**config.mk**
```make
export PLATFORM = sky130hd
export DESIGN_NAME = mips_muldiv
export DESIGN_NICKNAME = d
export VERILOG_FILES = /design/src/rtl/mips_muldiv_pkg.sv /design/src/rtl/mips_muldiv_step.sv /design/src/rtl/mips_muldiv.sv
export SDC_FILE = /design/constraint.sdc
export NUM_CORES = 1
export LEC_CHECK = 0
export ABC_AREA = 1
export CAP_MARGIN = 10
export CORE_MARGIN = 4
export CORE_UTILIZATION = 34
export CTS_BUF_LIST = sky130_fd_sc_hd__clkbuf_8
export CTS_CLUSTER_SIZE = 20
export DETAILED_ROUTE_END_ITERATION = 6
export RECOVER_POWER = 100
export SLEW_MARGIN = 20
export SYNTH_ARGS = -nofsm -noshare
export SYNTH_HDL_FRONTEND = slang
export SYNTH_SLANG_ARGS = --single-unit
```
**constraint.sdc**
```tcl
create_clock -name clock -period 5.5 [get_ports clock]
set_input_delay 1.65 -clock clock [delete_from_list [all_inputs] [get_ports clock]]
set_output_delay 1.65 -clock clock [all_outputs]
set_load 0.02 [all_outputs]
```
**src/rtl/mips_muldiv_pkg.sv**
```systemverilog
// ---------------------------------------------------------------------------
// mips_pkg -- shared types for the MIPS HI/LO multiply/divide unit.
//   muldiv_op_t    : operation encoding seen on the op port
//   muldiv_state_t : sequencer states (IDLE -> CALC -> FIX -> IDLE)
//   op_is_signed / op_is_div : decode helpers used by the top level
// ---------------------------------------------------------------------------
package mips_pkg;

    typedef enum logic [1:0] {
        OP_MULTU = 2'b00,
        OP_MULT  = 2'b01,
        OP_DIVU  = 2'b10,
        OP_DIV   = 2'b11
    } muldiv_op_t;

    typedef enum logic [1:0] {
        ST_IDLE = 2'b00,
        ST_CALC = 2'b01,
        ST_FIX  = 2'b10
    } muldiv_state_t;

    function automatic logic op_is_signed(input muldiv_op_t o);
        return (o == OP_MULT) || (o == OP_DIV);
    endfunction

    function automatic logic op_is_div(input muldiv_op_t o);
        return (o == OP_DIVU) || (o == OP_DIV);
    endfunction

endpackage

```
**src/rtl/mips_muldiv_step.sv**
```systemverilog
// ---------------------------------------------------------------------------
// mips_muldiv_step -- one combinational iteration of the unsigned datapath.
//   Multiply: shift-add. If lo_in[0] the operand (multiplicand) is added to
//             hi_in, then {carry, hi, lo} shifts right by one.
//   Divide  : restoring shift-subtract. {hi, lo} shifts left, the operand
//             (divisor) is trial-subtracted from the partial remainder and
//             the quotient bit enters at lo[0]. Only present when
//             MIPS_MULDIV_DIV_EN is defined.
// Ports: is_div, hi_in, lo_in, operand -> hi_out, lo_out (all WIDTH wide).
// ---------------------------------------------------------------------------
module mips_muldiv_step #(
    parameter int WIDTH = 32
) (
    input  logic             is_div,
    input  logic [WIDTH-1:0] hi_in,
    input  logic [WIDTH-1:0] lo_in,
    input  logic [WIDTH-1:0] operand,
    output logic [WIDTH-1:0] hi_out,
    output logic [WIDTH-1:0] lo_out
);

    logic [WIDTH:0] sum_s;

`ifdef MIPS_MULDIV_DIV_EN
    logic [WIDTH:0] rem_s;
    logic [WIDTH:0] diff_s;

    // One multiply or divide iteration selected by is_div.
    always_comb begin
        sum_s  = {1'b0, hi_in} + (lo_in[0] ? {1'b0, operand} : {(WIDTH+1){1'b0}});
        rem_s  = {hi_in, lo_in[WIDTH-1]};
        diff_s = rem_s - {1'b0, operand};
        if (is_div) begin
            // The partial remainder is always below the divisor, so the
            // shifted value is below 2*divisor and bit WIDTH of the
            // difference is a clean borrow flag.
            if (!diff_s[WIDTH]) begin
                hi_out = diff_s[WIDTH-1:0];
                lo_out = {lo_in[WIDTH-2:0], 1'b1};
            end else begin
                hi_out = rem_s[WIDTH-1:0];
                lo_out = {lo_in[WIDTH-2:0], 1'b0};
            end
        end else begin
            hi_out = sum_s[WIDTH:1];
            lo_out = {sum_s[0], lo_in[WIDTH-1:1]};
        end
    end
`else
    logic unused_s;
    assign unused_s = is_div;

    // Multiply-only iteration; the divider is not built.
    always_comb begin
        sum_s  = {1'b0, hi_in} + (lo_in[0] ? {1'b0, operand} : {(WIDTH+1){1'b0}});
        hi_out = sum_s[WIDTH:1];
        lo_out = {sum_s[0], lo_in[WIDTH-1:1]};
    end
`endif

endmodule

```
**src/rtl/mips_muldiv.sv**
```systemverilog
// ---------------------------------------------------------------------------
// mips_muldiv -- iterative MIPS multiply/divide unit with HI/LO registers.
// Inputs : clock, reset (sync, active high), start, op[1:0], src_a, src_b,
//          flush, hi_we, lo_we, wdata.
// Outputs: busy, done (one-cycle pulse), hi, lo, div_by_zero (with done).
// Operation runs on operand magnitudes for WIDTH/STEPS CALC cycles, then a
// FIX cycle applies sign correction and writes HI/LO.
// Optional feature: define MIPS_MULDIV_DIV_EN to build DIV/DIVU; otherwise
// divide starts are ignored and div_by_zero is tied low.
// ---------------------------------------------------------------------------
module mips_muldiv
    import mips_pkg::*;
#(
    parameter int WIDTH = 32,
    parameter int STEPS = 1
) (
    input  logic             clock,
    input  logic             reset,
    input  logic             start,
    input  logic [1:0]       op,
    input  logic [WIDTH-1:0] src_a,
    input  logic [WIDTH-1:0] src_b,
    input  logic             flush,
    input  logic             hi_we,
    input  logic             lo_we,
    input  logic [WIDTH-1:0] wdata,
    output logic             busy,
    output logic             done,
    output logic [WIDTH-1:0] hi,
    output logic [WIDTH-1:0] lo,
    output logic             div_by_zero
);

    localparam int N  = WIDTH / STEPS;
    localparam int CW = $clog2(N + 1);

    muldiv_state_t    state_q, state_d;
    logic [CW-1:0]    count_q, count_d;
    logic             busy_q, busy_d, done_q, done_d;
    logic [WIDTH-1:0] acc_hi_q, acc_hi_d, acc_lo_q, acc_lo_d, mcand_q, mcand_d;
    logic             is_div_q, is_div_d, neg_q, neg_d;
    logic [WIDTH-1:0] hi_q, hi_d, lo_q, lo_d;
`ifdef MIPS_MULDIV_DIV_EN
    logic             neg_rem_q, neg_rem_d, dbz_q, dbz_d, dbz_out_q, dbz_out_d;
`endif

    muldiv_op_t         op_s;
    logic               signed_s, div_op_s, op_ok_s, accept_s, a_neg_s, b_neg_s;
    logic [WIDTH-1:0]   abs_a_s, abs_b_s, fix_hi_s, fix_lo_s, step_hi_s, step_lo_s;
    logic [2*WIDTH-1:0] prod_s;

    // Operand decode: magnitudes for signed ops and start acceptance.
    always_comb begin
        op_s     = muldiv_op_t'(op);
        signed_s = op_is_signed(op_s);
        div_op_s = op_is_div(op_s);
        a_neg_s  = signed_s & src_a[WIDTH-1];
        b_neg_s  = signed_s & src_b[WIDTH-1];
        abs_a_s  = a_neg_s ? -src_a : src_a;
        abs_b_s  = b_neg_s ? -src_b : src_b;
`ifdef MIPS_MULDIV_DIV_EN
        op_ok_s  = 1'b1;
`else
        op_ok_s  = ~div_op_s;
`endif
        accept_s = (state_q == ST_IDLE) && start && !flush && op_ok_s;
    end

    // STEPS iterations chained combinationally each CALC cycle.
    for (genvar g = 0; g < STEPS; g++) begin : g_step
        logic [WIDTH-1:0] hi_in_s, lo_in_s, hi_out_s, lo_out_s;
        if (g == 0) begin : g_first
            assign hi_in_s = acc_hi_q;
            assign lo_in_s = acc_lo_q;
        end else begin : g_next
            assign hi_in_s = g_step[g-1].hi_out_s;
            assign lo_in_s = g_step[g-1].lo_out_s;
        end
        mips_muldiv_step #(.WIDTH(WIDTH)) u_step (
            .is_div  (is_div_q),
            .hi_in   (hi_in_s),
            .lo_in   (lo_in_s),
            .operand (mcand_q),
            .hi_out  (hi_out_s),
            .lo_out  (lo_out_s)
        );
    end
    assign step_hi_s = g_step[STEPS-1].hi_out_s;
    assign step_lo_s = g_step[STEPS-1].lo_out_s;

    // Sign correction of the magnitude result produced in CALC.
    always_comb begin
        prod_s = neg_q ? -{acc_hi_q, acc_lo_q} : {acc_hi_q, acc_lo_q};
`ifdef MIPS_MULDIV_DIV_EN
        if (is_div_q) begin
            // Divide by zero leaves |a| as remainder, so the sign fix
            // restores src_a in HI; only LO needs forcing.
            fix_lo_s = dbz_q ? {WIDTH{1'b1}} : (neg_q ? -acc_lo_q : acc_lo_q);
            fix_hi_s = neg_rem_q ? -acc_hi_q : acc_hi_q;
        end else begin
            fix_hi_s = prod_s[2*WIDTH-1:WIDTH];
            fix_lo_s = prod_s[WIDTH-1:0];
        end
`else
        fix_hi_s = prod_s[2*WIDTH-1:WIDTH];
        fix_lo_s = prod_s[WIDTH-1:0];
`endif
    end

    // Sequencer next-state, datapath loads and HI/LO write arbitration.
    always_comb begin
        state_d  = state_q;
        count_d  = count_q;
        busy_d   = busy_q;
        done_d   = 1'b0;
        acc_hi_d = acc_hi_q;
        acc_lo_d = acc_lo_q;
        mcand_d  = mcand_q;
        is_div_d = is_div_q;
        neg_d    = neg_q;
        hi_d     = hi_q;
        lo_d     = lo_q;
`ifdef MIPS_MULDIV_DIV_EN
        neg_rem_d = neg_rem_q;
        dbz_d     = dbz_q;
        dbz_out_d = 1'b0;
`endif
        case (state_q)
            ST_IDLE: begin
                if (accept_s) begin
                    state_d  = ST_CALC;
                    count_d  = CW'(N);
                    busy_d   = 1'b1;
                    is_div_d = div_op_s;
                    neg_d    = a_neg_s ^ b_neg_s;
                    acc_hi_d = {WIDTH{1'b0}};
                    if (div_op_s) begin
                        acc_lo_d = abs_a_s;
                        mcand_d  = abs_b_s;
                    end else begin
                        acc_lo_d = abs_b_s;
                        mcand_d  = abs_a_s;
                    end
`ifdef MIPS_MULDIV_DIV_EN
                    neg_rem_d = a_neg_s;
                    dbz_d     = div_op_s && (src_b == {WIDTH{1'b0}});
`endif
                end else begin
                    if (hi_we) hi_d = wdata; else hi_d = hi_q;
                    if (lo_we) lo_d = wdata; else lo_d = lo_q;
                end
            end
            ST_CALC: begin
                if (flush) begin
                    state_d = ST_IDLE;
                    count_d = {CW{1'b0}};
                    busy_d  = 1'b0;
                end else begin
                    acc_hi_d = step_hi_s;
                    acc_lo_d = step_lo_s;
                    count_d  = count_q - CW'(1'b1);
                    if (count_q == CW'(1'b1)) state_d = ST_FIX;
                    else                      state_d = ST_CALC;
                end
            end
            ST_FIX: begin
                state_d = ST_IDLE;
                busy_d  = 1'b0;
                if (flush) begin
                    done_d = 1'b0;
                end else begin
                    hi_d   = fix_hi_s;
                    lo_d   = fix_lo_s;
                    done_d = 1'b1;
`ifdef MIPS_MULDIV_DIV_EN
                    dbz_out_d = dbz_q;
`endif
                end
            end
            default: begin
                state_d = ST_IDLE;
                count_d = {CW{1'b0}};
                busy_d  = 1'b0;
            end
        endcase
    end

    // State and output registers; reset outranks every other input.
    always_ff @(posedge clock) begin
        if (reset) begin
            state_q  <= ST_IDLE;
            count_q  <= {CW{1'b0}};
            busy_q   <= 1'b0;
            done_q   <= 1'b0;
            acc_hi_q <= {WIDTH{1'b0}};
            acc_lo_q <= {WIDTH{1'b0}};
            mcand_q  <= {WIDTH{1'b0}};
            is_div_q <= 1'b0;
            neg_q    <= 1'b0;
            hi_q     <= {WIDTH{1'b0}};
            lo_q     <= {WIDTH{1'b0}};
`ifdef MIPS_MULDIV_DIV_EN
            neg_rem_q <= 1'b0;
            dbz_q     <= 1'b0;
            dbz_out_q <= 1'b0;
`endif
        end else begin
            state_q  <= state_d;
            count_q  <= count_d;
            busy_q   <= busy_d;
            done_q   <= done_d;
            acc_hi_q <= acc_hi_d;
            acc_lo_q <= acc_lo_d;
            mcand_q  <= mcand_d;
            is_div_q <= is_div_d;
            neg_q    <= neg_d;
            hi_q     <= hi_d;
            lo_q     <= lo_d;
`ifdef MIPS_MULDIV_DIV_EN
            neg_rem_q <= neg_rem_d;
            dbz_q     <= dbz_d;
            dbz_out_q <= dbz_out_d;
`endif
        end
    end

    assign busy = busy_q;
    assign done = done_q;
    assign hi   = hi_q;
    assign lo   = lo_q;
`ifdef MIPS_MULDIV_DIV_EN
    assign div_by_zero = dbz_out_q;
`else
    assign div_by_zero = 1'b0;
`endif

endmodule

```
== Word level (Yosys, flattened, before mapping) ==
Index checks and enable logic that the tools add are counted.
W data, S select, Z words.
Cells by class
  equal/unequal tests: 13
  bitwise logic cells: 5
  muxes and demuxes: 31
  reductions and logical operators: 16
  add/subtract/negate cells: 5
Operator list (number)
  $mux W32: 15
  $pmux W32 S2: 4
  $mux W64: 1
  $neg A32 Y32: 2
  $neg A64 Y64: 1
  $add A32 B33 Y33: 1
  $pmux W6 S3: 1
  $ne A2 B2 Y1 const B: 7
  $mux W6: 2
  $reduce_and A4 Y1: 2
  $eq A2 B2 Y1 const B: 3
  $eq A6 B1 Y1 const B: 1
  $mux W2: 3
  $reduce_and A2 Y1: 3
  $sub A6 B1 Y6 const B: 1
  $eq A2 B1 Y1 const B: 2
  $pmux W2 S2: 1
  $reduce_bool A2 Y1: 2
  $logic_and A1 B1 Y1: 3
  $mux W1: 3
  $reduce_and A3 Y1: 1
  $and A1 B1 Y1: 2
  $logic_not A2 Y1: 1
  $logic_or A1 B1 Y1: 2
  other kinds (5): 6
Word-level totals
  register bits after elaboration: 171
  output and inout bits: 67
  bits of input ports: 104

== Depth between registers and ports, before layout ==
Gate-level depths: netlist of the first run.
  depth in word-level cells: 7
  gate-level depth with buffers: 18
  gate-level depth less buffers: 16

== Modules after synthesis ==
From an unflattened synthesis of the first run, not the netlist that was laid out.
Second synthesis, totals
  cells, all modules: 2436
  area total of the unflattened synthesis: 14088.5 um2
By module, submodules not included
  mips_muldiv: seq. area each 3443.3 um2, area an instance 11218.3 um2, cells each 1833, instances 1
  mips_muldiv_step: seq. area each 0.0 um2, area an instance 2870.3 um2, cells each 603, instances 1

== Least setup slack after synthesis of the first run ==
Ideal clock, no wire load.
  kind: input to register
  start point: input src_a[0]
  end point: register mcand_q[20]
  library setup time: 0.109 ns
  cell stages on the path: 11
  path slack: 2.539 ns
  arrival: 2.853 ns
  path buffers: 0
  cell sequence: inv_1 > ha_1 > nand3_1 > nor3_1 > nor2_1 > a21oi_1 > nand2_1 > nand2_1 > nand3_1 > nand2_1 > inv_1
Between the ends
  longest elaborated chain between the ends: 3
RTL lines
  from (decl): line mips_muldiv.sv:21  | input logic [WIDTH-1:0] src_a,
  $neg A32 Y32: line mips_muldiv.sv:59  | abs_a_s = a_neg_s ? -src_a : src_a;
  $mux W32: line mips_muldiv.sv:59
  $mux W32: line mips_muldiv.sv:137  | if (div_op_s) begin
  to (signal assigned): line mips_muldiv.sv:197  | mcand_q <= {WIDTH{1'b0}};
  to (signal assigned): line mips_muldiv.sv:214  | mcand_q <= mcand_d;
  to (decl): line mips_muldiv.sv:40  | logic [WIDTH-1:0] acc_hi_q, acc_hi_d, acc_lo_q, acc_lo_d, mcand_q, mcand_d;
Every way passes these cells.
A chain may end at the register's enable or synchronous reset.

== Worst setup path in the final report of the first run ==
  start point: input flush
  end point: register count_q[3]
Between the ends
  longest elaborated chain between the ends: 5
  elaborated cells between the ends (all ways): 7
  those cells by class: 1 x eq/ne; 2 x mux; 4 x reduce/logical
RTL lines
  from (decl): line mips_muldiv.sv:23  | input logic flush,
  $logic_not A1 Y1: line mips_muldiv.sv:66  | accept_s = (state_q == ST_IDLE) && start && !flush && op_ok_s;
  $logic_and A1 B1 Y1 (2 in series): line mips_muldiv.sv:66
  $ne A2 B2 Y1 (no line)
  $reduce_and A2 Y1 (no line)
  to (signal assigned): line mips_muldiv.sv:192  | count_q <= {CW{1'b0}};
  to (signal assigned): line mips_muldiv.sv:209  | count_q <= count_d;
  to (decl): line mips_muldiv.sv:38  | logic [CW-1:0] count_q, count_d;
Parallel ways exist; a longest one is shown, timed or not.

==> results of run 1 <==
[flip-flops by register name (all words and copies together), names as in the netlist]
| register | count |
|---|---|
| done | 1 |
| count_q | 6 |
| lo | 32 |
| state_q | 2 |
| mcand_q | 32 |
| acc_lo_q | 32 |
| busy | 1 |
| acc_hi_q | 32 |
| hi | 32 |
| neg_q | 1 |
[worst register-to-register path, stage by stage (launching register included)]
cell and delay, ns:
dfxtp_1 0.46, inv_2 0.09, nor2_4 0.19, inv_2 0.10
nor2_8 0.09, clkbuf_1 1.45, o21ai_0 0.49, nor3b_1 0.32
[synthesized netlist by cell type (2+ instances only)]
library cell,n
o21a_1,6
o211ai_1,6
nand2_1,621
nand2_2,2
nor2_2,10
clkbuf_1,40
nor3b_1,3
inv_2,15
o21ai_0,138
a21o_1,4
o21ai_1,13
nor3_1,17
nand3_2,2
xor2_1,30
a31oi_1,17
nand3_1,212
buf_6,3
xnor2_1,6
buf_1,5
dfxtp_1,171
nor2_4,5
nand3b_1,21
buf_2,23
buf_4,13
a21oi_1,227
or2_2,9
nand4_1,32
nor2_1,273
nor4_1,3
o21bai_1,6
inv_1,281
and2_1,4
ha_1,37
o22ai_1,27
[layout make-up]
type / instances / share of cell area [%]
multi-input combinational: 1745 / 53.5
sequential: 171 / 21.8
timing repair buffer: 180 / 11.2
inverter: 296 / 7.08
tap: 518 / 4.13
clock buffer: 17 / 1.49
clock inverter: 14 / 0.726
antenna: 1 / 0.0160
[metal layers]
metal | routed length (µm) | GRT usage (%) | vias to the layer above
met4 | 1120 | 5.87 | 0
met3 | 4190 | 3.53 | 59
met2 | 21400 | 34.9 | 613
li1 | - | - | 7689
met5 | 0 | 0 | -
met1 | 25000 | 35.6 | 6930
[power by group]
group          leakage [µW]  internal [µW]  switching [µW]
logic               0.00606            270             476
clock network      0.000176            321             530
registers           0.00140           1300            45.1
total               0.00764           1890            1050
[worst paths after layout]
path	cells past startpoint	slack, ns	start	end
max	5	1.16	flush	count_q[3]$_SDFFE_PP0P_
min	2	0.47	mcand_q[30]$_SDFFE_PP0P_	mcand_q[30]$_SDFFE_PP0P_
max reg2reg	7	2.22	state_q[0]$_SDFFE_PP0P_	count_q[3]$_SDFFE_PP0P_
min reg2reg	2	0.47	mcand_q[30]$_SDFFE_PP0P_	mcand_q[30]$_SDFFE_PP0P_
[through the flow]
| stage | total power, µW | util (%) | hold WS, ns |
|---|---|---|---|
| 2_1_floorplan | 1820 | - | 0.440 |
| 3_3_place_gp | 2120 | 39.7 | 0.451 |
| 3_5_place_dp | 2130 | 39.7 | 0.457 |
| 4_1_cts | 2970 | 40.6 | 0.473 |
| 5_1_grt | 3090 | 40.5 | 0.487 |
| 6_report | 2940 | 40.5 | 0.473 |
[logic make-up (layout without fill, tap and decap cells)]
group / Yosys count / count (layout) / synth area share (%)
AO/OA/AOI/OAI: 451 / 451 / 18.0
buffers and inverters: 380 / 507 / 11.4
adder cells (fa/ha/maj): 38 / 38 / 3.61
flip-flops: 171 / 171 / 25.6
other: 1 / 2 / 0.0281
XOR/XNOR: 36 / 36 / 2.36
AND/OR/NAND/NOR: 1219 / 1219 / 38.9
==> metrics.cfg, run 1 <==
[status]
status = finished, violations left
violations = max-capacitance violations, max-slew violations

[worst_setup_path]
critical-path-max-stage-delay_ns = 1.45
path_delay_family = buffers and inverters
cp.buffers_inverters = 2
cp.arrival_ns = 4.73
start_kind = input pin
crit_required_ns = 5.89
crit_chain = dlygate4sd3_1 > nor2_8 > clkbuf_1 > o21ai_0 > nor3b_1
worstSetupEndpointType = flop
criticalPathCategory = in -> reg
critPathMaxFanout = 34
crit_slowest_cell = clkbuf_1

[power]
power_density_mw_per_mm2 = 188
p_leak_uw = 0.00764
vdd_ir_drop_max_v = 0.000126

[global_routing]
grt_pass1_vias = 13800
antenna_found_initial = 0
grt_pass1_wl_um = 78700
grt_max_degree = 83
grtUsageTotal_pct = 23.5
overflow = 0

[cts]
clk_latency_ns = 0.47
numCtsBuffers = 17
cts.sinks = 171
cts_tree = yes
ctsHoldBuffers = 0
cts_resized = 0
post_cts_buffers = 0
clockRootBuffer = clkbuf_8
cts.path.max_buffers = 2
clk_pin_slew_ns = 0.10
htreeDepth = 4

[sta]
fin_setup_tns_ns = 0
max_slew.worst_pin.slew_ns = 2.04
setup_violations = 0
slew_headroom_pct = -35.9
fmax_mhz = 230
period_needed_ns = 4.34
finalHoldViolCount = 0
slew_viol_final = 118
finalWorstSetupSlack_ns = 1.16
skew_ns = 0.0147
rsz0062_at_grt = false
period_share_pct = 79.0

[synth]
yosysWarnings = 0
synth_edf_count = 0
synth_cells = 2296
synth_nets = 2438
synthArstFlopShare_pct = 0
synth-seq-cells = 171
synth.distinct_cells = 48
yosysTopAreaCell = dfxtp_1
synthesis.area_mm2 = 0.0134
synth_top_area_share_pct = 25.6
synthTopCellsByArea = dfxtp_1, nand2_1, a21oi_1, nand3_1, inv_1
ys_seq_area_share_pct = 25.6
post_synth.cell_area_avg_um2 = 5.82
ys.flop_type = dfxtp_1

[cells_and_area]
final_common_cell = nand2_1
fillers = 4296
regArea_mm2 = 0.00342
layout-drive-gt1-share_pct = 3.22
area_growth_pct = 17.3
nets = 2553
final_cell_mix = nand2_1, inv_1, nor2_1
stdcell_count = 2942
stdcell_area_mm2 = 0.0157
multiInputGateArea_mm2 = 0.00839

[floorplanning]
start_util_pct = 34.5
pin_count = 171
die_h_um = 206
design.core.area_mm2 = 0.0387
row_count = 72
dieArea_mm2 = 0.0425
dieWidth_um = 206

[job]
max_cap_viol_count = 2

[detailed_routing]
viasPerCell = 5.20
post-route-drc-count = 0
dr.pass1.iters = 6
postRouteAntennaNets = 0
drtIter0Drc = 1430
wire_per_inst_um = 17.6
drt-total-wl_um = 51700
vias = 15300

[placement]
place_ws_ns = 1.37
placed_cell_area_mm2 = 0.0154
gp_congestion = 0.931
hpwl_um = 41200
port_buffers = 169
dp_cells = 2910

[hold_path]
min_path_type = reg -> reg

No activity file was read; power rests on OpenSTA's default activity.
==> run 2: changes to the inputs <==
Clock period 5.5 ns to 4.37 ns, I/O delays scaled along.
==> run 2 against run 1 <==
Compared with the run above: the run still ends with max-capacitance violations, max-slew violations left; sequential cell count unchanged; register-to-register slack got worse by 1.4 ns; via count decreased by 0.71%; largest cell class unchanged.
==> metrics.cfg, run 2 (synthesis gave the netlist of run 1 again) <==
[worst_setup_path]
crit_required_ns = 4.78
critPathMaxFanout = 34
crit_start = flush
crit-reg2reg-launch = state_q[1]$_SDFFE_PP0P_
crit_slowest_cell = clkbuf_1
cp.buffers_inverters = 2
cp.arrival_ns = 4.27
crit_chain = clkdlybuf4s50_1 > nor2_8 > clkbuf_1 > o21ai_0 > nor3b_1
worstSetupEndpointType = flop
path_delay_family = buffers and inverters
critical-path-max-stage-delay_ns = 1.42
criticalPathCategory = in -> reg
start_kind = input pin

[cts]
cts_tree = yes
clk_pin_slew_ns = 0.10
post_cts_buffers = 0
htreeDepth = 4
ctsHoldBuffers = 0
clockRootBuffer = clkbuf_8
cts_resized = 0
cts.path.max_buffers = 2
numCtsBuffers = 17
cts.sinks = 171
clk_latency_ns = 0.50

[global_routing]
grtUsageTotal_pct = 23.2
grt_max_degree = 83
grt_pass1_vias = 13800
grt_pass1_wl_um = 77800
overflow = 0
antenna_found_initial = 1

[cells_and_area]
final_common_cell = nand2_1
layout-drive-gt1-share_pct = 3.91
nets = 2560
area_growth_pct = 18.6
final_cell_mix = nand2_1, inv_1, nor2_1
regArea_mm2 = 0.00342
multiInputGateArea_mm2 = 0.00841
stdcell_count = 2950
fillers = 4321

[sta]
fmax_mhz = 259
finalWorstSetupSlack_ns = 0.511
rsz0062_at_grt = false
period_share_pct = 88.3
slew_headroom_pct = -53.9
max_slew.worst_pin.slew_ns = 2.30
slew_viol_final = 65
setup_violations = 0
finalHoldViolCount = 0
period_needed_ns = 3.86
fin_setup_tns_ns = 0
skew_ns = 0.0143

[floorplanning]
design.core.area_mm2 = 0.0387
dieWidth_um = 206
start_util_pct = 34.5
die_h_um = 206
row_count = 72
pin_count = 171
dieArea_mm2 = 0.0425

[status]
status = finished, violations left
violations = max-capacitance violations, max-slew violations

[placement]
place_ws_ns = 0.594
port_buffers = 169
gp_congestion = 0.952
dp_cells = 2917
hpwl_um = 40500

[detailed_routing]
dr.pass1.iters = 6
postRouteAntennaNets = 0
vias = 15200
drtIter0Drc = 1287
viasPerCell = 5.15
post-route-drc-count = 0
wire_per_inst_um = 17.1
drt-total-wl_um = 50500

[hold_path]
min_path_type = reg -> reg
worstHoldStart = mcand_q[19]$_SDFFE_PP0P_

[job]
max_cap_viol_count = 2

[power]
finalPower_uw = 3900
p_leak_uw = 0.00772
power_density_mw_per_mm2 = 246
vdd_ir_drop_max_v = 0.000156

==> run 2: worst min-delay path: stages, from the launching register on <==
cell and delay, ns:
dfxtp_1 0.32, nand2_1 0.06, a21oi_1 0.05
==> run 2: layer usage <==
layer | global-route usage, % | vias to the layer above | wire length [µm]
met5 | 0 | - | 0
met4 | 5.75 | 0 | 1030
met3 | 4.11 | 56 | 3540
met2 | 33.9 | 523 | 20800
met1 | 35.1 | 6903 | 25100
li1 | - | 7700 | -
==> run 2: layout make-up <==
| class | count | area share, % |
|---|---|---|
| clock inverter | 14 | 1.15 |
| tap | 518 | 4.09 |
| multi-input combinational | 1745 | 53.0 |
| sequential | 171 | 21.6 |
| clock buffer | 18 | 1.56 |
| antenna | 1 | 0.0158 |
| timing repair buffer | 187 | 11.5 |
| inverter | 296 | 7.01 |
==> run 2: final timing paths <==
check / end / slack, ns / cells after the start
worst min-delay path: mcand_q[19]$_SDFFE_PP0P_ / 0.47 / 2
worst max-delay path: count_q[4]$_SDFFE_PP0P_ / 0.51 / 5
worst max register to register: hi[8]$_SDFFE_PP0P_ / 0.81 / 7
worst min register to register: mcand_q[19]$_SDFFE_PP0P_ / 0.47 / 2
==> run 2: stage by stage <==
| stage | cell area (µm²) | hold WS [ns] | util (%) |
|---|---|---|---|
| after floorplan | 13400 | 0.440 | - |
| after global placement | 15400 | 0.455 | 39.9 |
| after detailed placement | 15400 | 0.457 | 39.9 |
| after CTS | 15900 | 0.472 | 41.0 |
| after global routing | 15900 | 0.504 | 40.9 |
| final | 15900 | 0.471 | 40.9 |
==> run 2: power breakdown <==
part           switching [µW]  internal, µW  leakage, µW
logic                     601           346      0.00610
registers                55.4          1640      0.00140
clock network             667           596     0.000224
total                    1320          2580      0.00772
==> run 3: changes to the inputs <==
Settings changed: REMOVE_ABC_BUFFERS from default to 1.
==> run 3 against run 2 <==
Compared with the run above: the flow still finishes with violations (max-capacitance violations, max-slew violations); combinational power is essentially flat; sequential cell count is the same; sequential share of layout area up 0.087 points; via count rose by 0.84%; critical endpoint is now neg_q$_SDFFE_PP0P_.
==> metrics.cfg, run 3 (synthesis gave the netlist of run 1 again) <==
[sta]
finalHoldViolCount = 0
skew_ns = 0.0245
holdWs_ns = 0.470
period_needed_ns = 3.66
period_share_pct = 83.7
max_slew.worst_pin.slew_ns = 1.95
fin_setup_tns_ns = 0
slew_headroom_pct = -29.9
setup_violations = 0
slew_viol_final = 114
finalWorstSetupSlack_ns = 0.712
fmax_mhz = 273
rsz0062_at_grt = false

[worst_setup_path]
cp.buffers_inverters = 4
crit_path_frequent_cell = inv_2
criticalPathCategory = in -> reg
reg2regPathDepth = 8
crit_start = op[1]
crit_chain = clkdlybuf4s50_1 > inv_2 > nand3_2 > nor2_1 > inv_2 > clkbuf_1 > o21ai_0 > a21oi_1
crit_path_end = neg_q$_SDFFE_PP0P_
worstSetupEndpointType = flop
critical-path-max-stage-delay_ns = 1.11
timing.rr.end = lo[25]$_SDFFE_PP0P_
critPathMaxFanout = 30
crit_slowest_cell = clkbuf_1
cp.depth = 8
rrSetupSlack_ns = 1.34
path_delay_family = buffers and inverters
crit-reg2reg-launch = state_q[1]$_SDFFE_PP0P_
crit_required_ns = 4.77
start_kind = input pin
cp.arrival_ns = 4.06

[detailed_routing]
wire_per_inst_um = 17.5
drt-total-wl_um = 51500
viasPerCell = 5.19
vias = 15300
dr.pass1.iters = 6
drtIter0Drc = 1355
postRouteAntennaNets = 0
post-route-drc-count = 0

[status]
violations = max-capacitance violations, max-slew violations
status = finished, violations left

[floorplanning]
start_util_pct = 34.5
row_count = 72
dieArea_mm2 = 0.0425
pin_count = 171
design.core.area_mm2 = 0.0387
die_h_um = 206
dieWidth_um = 206

[cts]
clk_latency_ns = 0.49
cts_resized = 0
htreeDepth = 4
ctsHoldBuffers = 0
numCtsBuffers = 17
cts.sinks = 171
post_cts_buffers = 0
clockRootBuffer = clkbuf_8
clk_pin_slew_ns = 0.10
cts_tree = yes
cts.path.max_buffers = 2

[placement]
place_ws_ns = 0.694
dp_cells = 2914
hpwl_um = 40300
gp_congestion = 0.928
port_buffers = 169

[power]
vdd_ir_drop_max_v = 0.000161
power_density_mw_per_mm2 = 244
p_leak_uw = 0.00769

[global_routing]
grt_pass1_wl_um = 78400
grt_pass1_vias = 14100
antenna_found_initial = 0
grt_max_degree = 83
overflow = 0
grtUsageTotal_pct = 23.3

[hold_path]
worstHoldStart = mcand_q[11]$_SDFFE_PP0P_
min_path_type = reg -> reg

[job]
max_cap_viol_count = 2

[cells_and_area]
area_growth_pct = 18.1
final_cell_mix = nand2_1, inv_1, nor2_1
nets = 2557
final_common_cell = nand2_1
stdcell_count = 2947
layout-drive-gt1-share_pct = 3.71
fillers = 4289

[run 3: cell types whose count changed in the layout (fill, tap and decap cells not counted), sizes merged]
cell           delta
buf               -5
bufinv            -2
clkinv            +2
clkinvlp          +1
clkdlybuf4s50     -2
dlygate4sd3       +2
clkbuf            +1
[run 3: worst min path at each step]
stage / slack (ns) / depth (start not counted) / endpoint
6_report: 0.47 / 2 / mcand_q[11]$_SDFFE_PP0P_
5_1_grt: 0.50 / 2 / mcand_q[11]$_SDFFE_PP0P_
4_1_cts: 0.47 / 2 / mcand_q[11]$_SDFFE_PP0P_
3_5_place_dp: 0.46 / 2 / mcand_q[11]$_SDFFE_PP0P_
3_3_place_gp: 0.45 / 2 / mcand_q[11]$_SDFFE_PP0P_
2_1_floorplan: 0.44 / 2 / mcand_q[10]$_SDFFE_PP0P_
[run 3: per-stage QoR]
step           util [%]  area, µm²  total power [µW]
6_report           40.8      15800              3860
5_1_grt            40.8      15800              4040
4_1_cts            40.9      15800              3900
3_5_place_dp       39.8      15400              2690
3_3_place_gp       39.8      15400              2680
2_1_floorplan         -      13000              2260
[run 3: layout make-up]
type | instances | area (µm²) | share of cell area (%)
inverter | 296 | 1110 | 7.04
clock inverter | 15 | 175 | 1.11
clock buffer | 17 | 234 | 1.48
sequential | 171 | 3420 | 21.7
timing repair buffer | 184 | 1800 | 11.4
tap | 518 | 648 | 4.10
antenna | 1 | 2.50 | 0.0158
multi-input combinational | 1745 | 8390 | 53.2
[run 3: layer usage]
layer	GRT usage, %	wire length [µm]	vias up
li1	-	-	7700
met1	34.2	24700	6991
met2	35.7	22200	561
met3	3.81	3600	57
met4	5.58	951	0
met5	0	0	-
[run 3: worst reg2reg max path, stage by stage, from the launching register on]
cell and delay [ns]:
dfxtp_1 0.45, inv_2 0.08, nor2_4 0.09, buf_4 0.58, a22oi_1 0.28, nor2_1 0.47
inv_1 0.58, a21oi_1 0.29, a21oi_1 0.09
[run 3: report_power, final]
part | internal, µW | switching (µW)
combinational | 343 | 603
sequential | 1640 | 57.4
clock | 485 | 730
